**src/rtl/exp_pkg.sv**
```systemverilog
// Shared types and fixed-point constants for the exp range-reduction controller.
package exp_pkg;

  localparam int unsigned FRAC_W = 8;
  localparam int unsigned OUT_W  = 10;
  localparam int unsigned PROD_W = 20;

  localparam logic [FRAC_W-1:0] THRESH_DEF  = 8'd192;
  localparam logic [OUT_W-1:0]  E_CONST_DEF = 10'd696;
  localparam logic [OUT_W-1:0]  OUT_MAX     = 10'h3FF;

  typedef enum logic [2:0] {
    IDLE  = 3'd0,
    ISSUE = 3'd1,
    WAIT  = 3'd2,
    SCALE = 3'd3,
    OUT   = 3'd4
  } state_e;

endpackage

```
**src/rtl/exp_scale.sv**
```systemverilog
// Rescale a {2,8} kernel result by e when range reduction was applied; saturates to 10 bits.
module exp_scale
  import exp_pkg::*;
#(
  parameter logic [OUT_W-1:0] E_CONST = E_CONST_DEF
) (
  input  logic [OUT_W-1:0] res_i,
  input  logic             scale_i,
  output logic [OUT_W-1:0] y_c
);

  localparam int unsigned SHIFT_W = PROD_W - FRAC_W;

  logic [PROD_W-1:0]  prod;
  logic [SHIFT_W-1:0] shifted;

  always_comb begin
    prod    = PROD_W'(res_i) * PROD_W'(E_CONST);
    shifted = prod[PROD_W-1:FRAC_W];
    y_c     = res_i;
    if (scale_i) begin
      y_c = (shifted > SHIFT_W'(OUT_MAX)) ? OUT_MAX : shifted[OUT_W-1:0];
    end
  end

endmodule

```
**src/rtl/exp_range_ctrl.sv**
```systemverilog
// Range-reduction front end and e-rescale back end around the 5-cycle exp Taylor kernel.
module exp_range_ctrl
  import exp_pkg::*;
#(
  parameter logic [FRAC_W-1:0] THRESH   = THRESH_DEF,
  parameter logic [OUT_W-1:0]  E_CONST  = E_CONST_DEF,
  parameter int unsigned       WAIT_MAX = 15
) (
  input  logic              clk,
  input  logic              rst_n,
  input  logic              in_valid,
  output logic              in_ready,
  input  logic [FRAC_W-1:0] in_x,
  output logic [FRAC_W-1:0] k_data,
  output logic              k_sign,
  output logic              k_valid,
  input  logic [OUT_W-1:0]  k_result,
  input  logic              k_result_valid,
  output logic              out_valid,
  input  logic              out_ready,
  output logic [OUT_W-1:0]  out_y,
  output logic              err
);

  localparam int unsigned CNT_W = $clog2(WAIT_MAX + 1);

  state_e            state_q, state_d;
  logic [FRAC_W-1:0] k_data_q, k_data_d;
  logic              k_sign_q, k_sign_d;
  logic              k_valid_q, k_valid_d;
  logic              scale_q, scale_d;
  logic [CNT_W-1:0]  cnt_q, cnt_d;
  logic [OUT_W-1:0]  res_q, res_d;
  logic [OUT_W-1:0]  out_y_q, out_y_d;
  logic              out_valid_q, out_valid_d;
  logic              err_q, err_d;
  logic [OUT_W-1:0]  scaled_c;

  exp_scale #(
    .E_CONST (E_CONST)
  ) u_scale (
    .res_i   (res_q),
    .scale_i (scale_q),
    .y_c     (scaled_c)
  );

  always_ff @(posedge clk or negedge rst_n) begin
    if (!rst_n) begin
      state_q     <= IDLE;
      k_data_q    <= '0;
      k_sign_q    <= 1'b0;
      k_valid_q   <= 1'b0;
      scale_q     <= 1'b0;
      cnt_q       <= '0;
      res_q       <= '0;
      out_y_q     <= '0;
      out_valid_q <= 1'b0;
      err_q       <= 1'b0;
    end else begin
      state_q     <= state_d;
      k_data_q    <= k_data_d;
      k_sign_q    <= k_sign_d;
      k_valid_q   <= k_valid_d;
      scale_q     <= scale_d;
      cnt_q       <= cnt_d;
      res_q       <= res_d;
      out_y_q     <= out_y_d;
      out_valid_q <= out_valid_d;
      err_q       <= err_d;
    end
  end

  always_comb begin
    state_d  = state_q;
    k_data_d = k_data_q;
    k_sign_d = k_sign_q;
    scale_d  = scale_q;
    cnt_d    = cnt_q;
    res_d    = res_q;
    out_y_d  = out_y_q;
    err_d    = err_q;

    unique case (state_q)
      IDLE: begin
        if (in_valid) begin
          // Above the threshold, evaluate e^(x-1) and rescale by e afterwards.
          if (in_x < THRESH) begin
            k_data_d = in_x;
            k_sign_d = 1'b0;
            scale_d  = 1'b0;
          end else begin
            k_data_d = ~in_x + FRAC_W'(1);
            k_sign_d = 1'b1;
            scale_d  = 1'b1;
          end
          state_d = ISSUE;
        end
      end
      ISSUE: begin
        cnt_d   = '0;
        state_d = WAIT;
      end
      WAIT: begin
        if (k_result_valid) begin
          res_d   = k_result;
          state_d = SCALE;
        end else if (cnt_q == CNT_W'(WAIT_MAX - 1)) begin
          res_d   = '0;
          out_y_d = '0;
          err_d   = 1'b1;
          state_d = OUT;
        end else begin
          cnt_d = cnt_q + CNT_W'(1);
        end
      end
      SCALE: begin
        out_y_d = scaled_c;
        state_d = OUT;
      end
      OUT: begin
        if (out_ready) begin
          state_d = IDLE;
        end
      end
      default: state_d = IDLE;
    endcase

    // Strobes are registered off the next state so they align with ISSUE/OUT.
    k_valid_d   = (state_d == ISSUE);
    out_valid_d = (state_d == OUT);
  end

  assign in_ready  = (state_q == IDLE);
  assign k_data    = k_data_q;
  assign k_sign    = k_sign_q;
  assign k_valid   = k_valid_q;
  assign out_valid = out_valid_q;
  assign out_y     = out_y_q;
  assign err       = err_q;

endmodule
```
**config.mk**
```make
export PLATFORM = sky130hd
export DESIGN_NAME = exp_range_ctrl
export DESIGN_NICKNAME = d
export VERILOG_FILES = /design/src/rtl/exp_pkg.sv /design/src/rtl/exp_scale.sv /design/src/rtl/exp_range_ctrl.sv
export SDC_FILE = /design/constraint.sdc
export NUM_CORES = 1
export LEC_CHECK = 0
export ABC_AREA = 0
export CAP_MARGIN = 20
export CORE_MARGIN = 2
export CORE_UTILIZATION = 50
export CTS_CLUSTER_SIZE = 25
export DETAILED_ROUTE_END_ITERATION = 12
export PLACE_DENSITY_LB_ADDON = 0.08
export SLEW_MARGIN = 20
export SYNTH_ARGS = -nofsm -noshare
export SYNTH_HDL_FRONTEND = slang
export SYNTH_SLANG_ARGS = --single-unit
```
**constraint.sdc**
```tcl
create_clock -name clk -period 4.6 [get_ports clk]
set_input_delay 0.92 -clock clk [delete_from_list [all_inputs] [get_ports clk]]
set_output_delay 0.92 -clock clk [all_outputs]
set_load 0.01 [all_outputs]
```
==> PnR_summary.wiki <==
{| class="wikitable"
! Metric !! Value
|-
| Final core utilization || 62.9%
|-
| Die footprint || 7230 sq um
|-
| Synthesized Nets || 439
|-
| Fraction of final layout cells with drive strength greater than 1 || 6.02%
|-
| Largest fanout on the critical path || 8
|-
| CTS sink count || 39
|-
| Share of the synthesized area in the top cell type || 29.7%
|-
| Met1 layer wirelength in the final routing || 3.74 mm
|-
| Global-route wire length before repair || 13.0 mm
|-
| Starting Density || 51.7%
|-
| CTS tree || built
|-
| Maximum level of the CTS H-tree || 2
|-
| Series of cell instances along the critical path || ha_1 -> inv_1 -> fa_1 -> inv_1 -> fa_1 -> inv_1 -> fa_1 -> inv_1 -> ha_1 -> and4_1 -> and2_1 -> o21ai_1 -> a21o_1 -> o211ai_2 -> o221ai_1 -> nand2_1
|-
| Remaining global-route overflow || 0
|-
| Startpoint-to-endpoint class of the critical path || reg -> reg
|-
| Residual antenna-violating net count after detailed routing || 0
|-
| Detail-routed net length per standard cell || 16.1 microns
|-
| Met2 layer wire length in the routed design || 3.43 mm
|-
| Synth-to-Final Area Change || 21.6%
|-
| Final TNS setup || 0 ps
|-
| Cells after Synth || 346
|-
| Total standard cell area after synthesis || 3280 sq um
|-
| Dominant cells by area after synthesis || dfrtp_1, ha_1, fa_1
|-
| Fraction of the yosys area taken by sequential cells || 29.7%
|-
| Vias in the first global route || 2694
|-
| Cell taking the most area after synthesis || dfrtp_1
|-
| Maximum root-to-sink buffer count || 2
|-
| Iter 0 DRT Violations || 199
|-
| Root Buffer Master || clkbuf_8
|-
| Worst hold path type || reg -> reg
|-
| Number of post-CTS setup repair buffers || 0
|-
| RSZ-0062 raised after global routing || no
|-
| Cell family with the largest share of critical-path delay || adder cells
|-
| Crit end category || flop
|-
| Number of buffers created by CTS || 5
|-
| Number of remaining DRC errors || 0
|-
| # fillers || 562
|-
| Count of buffering cells on the critical path with inverters included || 4
|-
| Net count reported at finish || 491
|-
| Highest Clock Rate || 230 MHz
|-
| Buffers on Ports || 45
|-
| Worst Path Arrival || 4540 ps
|-
| Yosys warning total || 0
|-
| DRT Pass-1 Iters || 4
|-
| Final-report hold violation count || 0
|-
| Pin count of the biggest net entering global routing || 40
|-
| Period minus WS final || 4350 ps
|-
| Required time of the critical path || 4790 ps
|-
| Number of antenna violations at the first check in global routing || 0
|-
| Total of hold buffers inserted after clock tree synthesis || 0
|-
| Element type at the critical path start || flop
|-
| Mean post-synth cell area || 9.49 sq um
|-
| Cell seen most often among critical-path stages || inv_1
|-
| Rel. slew slack || 37.8%
|-
| Number of max-cap violations || 0
|-
| Most numerous cell in the Yosys netlist || ha_1
|-
| Weighted congestion reported at the end of routability-driven placement || 0.914
|-
| Via count normalized by instance count || 5.73
|-
| Number of top-level pins || 46
|-
| Skew final || 9.10 ps
|-
| Horizontal extent of the die || 85.0 microns
|-
| Yosys cell types || 45
|-
| Total Routing Usage GR || 22.6%
|-
| Number of vias after detailed routing || 2726
|-
| Drt total wl || 7.69 mm
|-
| Final setup vio count || 0
|-
| Primary flip-flop cell chosen by synthesis mapping || dfrtp_1
|-
| Met3 wire length || 335 microns
|-
| Transition at the pin with the smallest max-transition slack || 929 ps
|-
| Peak per-stage delay on the critical path || 530 ps
|-
| Post-CTS clock slew at the launch and capture registers of the worst setup and hold paths || 80 ps
|-
| Ys async rst share || 100%
|-
| Sum of net half-perimeters after detailed placement || 5.97 mm
|-
| Post-synth EDFFs || 0
|-
| Top post-synthesis cells by count || ha_1, inv_1, dfrtp_1
|-
| DIE HEIGHT || 85.0 microns
|-
| Std-Cell Core Area || 6350 sq um
|-
| FF+latch count, synth || 39
|-
| Slowest cell on the critical path || fa_1
|-
| Diodes inserted || 0
|-
| Highest metal layer used by the detailed router || met4
|-
| Number of pins with negative max-slew slack in the final report || 0
|-
| Placement Rows || 29
|-
| Run status || complete, no violations
|-
| Post-route fraction of the period consumed by the critical path || 94.6%
|-
| Worst-skew pair later-pin latency || 300 ps
|}
-- state kept, by name, indices dropped and copies added (netlist names) --
signal,cells
state_q,3
scale_q,1
cnt_q,4
err,1
k_data,8
k_valid,1
out_valid,1
res_q,10
out_y,10
-- cell usage in the layout, fill, tap and decap left out, types with 5 or more instances in the layout --
cell type and instances:
clkbuf_8 5, a31oi_1 5, and3_1 5, nand2_1 38
o21ai_1 6, clkdlybuf4s50_1 44, nor2_1 19, a21oi_1 17
a22o_1 11, o21ai_0 22, ha_1 51, o221ai_1 5
inv_1 40, fa_1 19, buf_4 9, nor3_1 7
xnor2_1 9, dfrtp_1 38, nand3_1 5
-- area by class of cell --
| type | count | area [sq um] | share of cell area [%] |
|---|---|---|---|
| multi-input cells | 258 | 2120 | 53.2 |
| flip-flops and latches | 39 | 977 | 24.5 |
| repair buffers | 54 | 513 | 12.9 |
| inverters | 40 | 150 | 3.76 |
| well taps | 77 | 96.3 | 2.41 |
| clock buffers | 6 | 72.6 | 1.82 |
| clock inverters | 2 | 60.1 | 1.50 |
-- logic make-up (layout without fill, tap and decap cells) --
group | after synthesis | in the layout | share of synthesized area (%)
and+or+nand+nor | 85 | 85 | 11.6
DFF | 39 | 39 | 29.7
muxes | 2 | 2 | 0.610
adders and majority gates | 70 | 70 | 31.0
AOI/OAI and AO/OA | 89 | 89 | 18.2
xor gates and xnor gates | 12 | 12 | 3.20
buffers and inverters | 49 | 102 | 5.64
-- through the flow --
stage	worst slack [ps]	instances	area, sq um	hold slack, ps
6_report	246	476	3990	469
5_1_grt	35.7	476	3990	505
3_5_place_dp	112	468	3860	453
2_1_floorplan	485	346	3280	493
3_3_place_gp	252	468	3860	456
4_1_cts	92.8	476	3990	472
-- per-layer routing --
layer  track usage (%)  up-vias
met5                 0        -
met4              6.20        0
met3              3.70       15
met2              33.6       77
met1              34.3     1313
li1                  -     1321
-- final timing paths --
kind,start,to,slack [ps],depth (start not counted)
max in group asynchronous,rst_n,res_q[3],3280,1
min,err,err,470,1
max reg2reg,res_q[3],out_y[1],250,16
min in group asynchronous,rst_n,res_q[2],730,1
max,res_q[3],out_y[1],250,16
min reg2reg,err,err,470,1
-- repair_timing --
action                                  in CTS  in global routing
endpoints found under the setup margin       0                  9
hold endpoints to repair                     0                  0
gates resized for setup                      0                  3
Power is left out: the tool's default activity adds up to more than one toggle a clock period on the data nets, which glitch-free logic cannot reach.
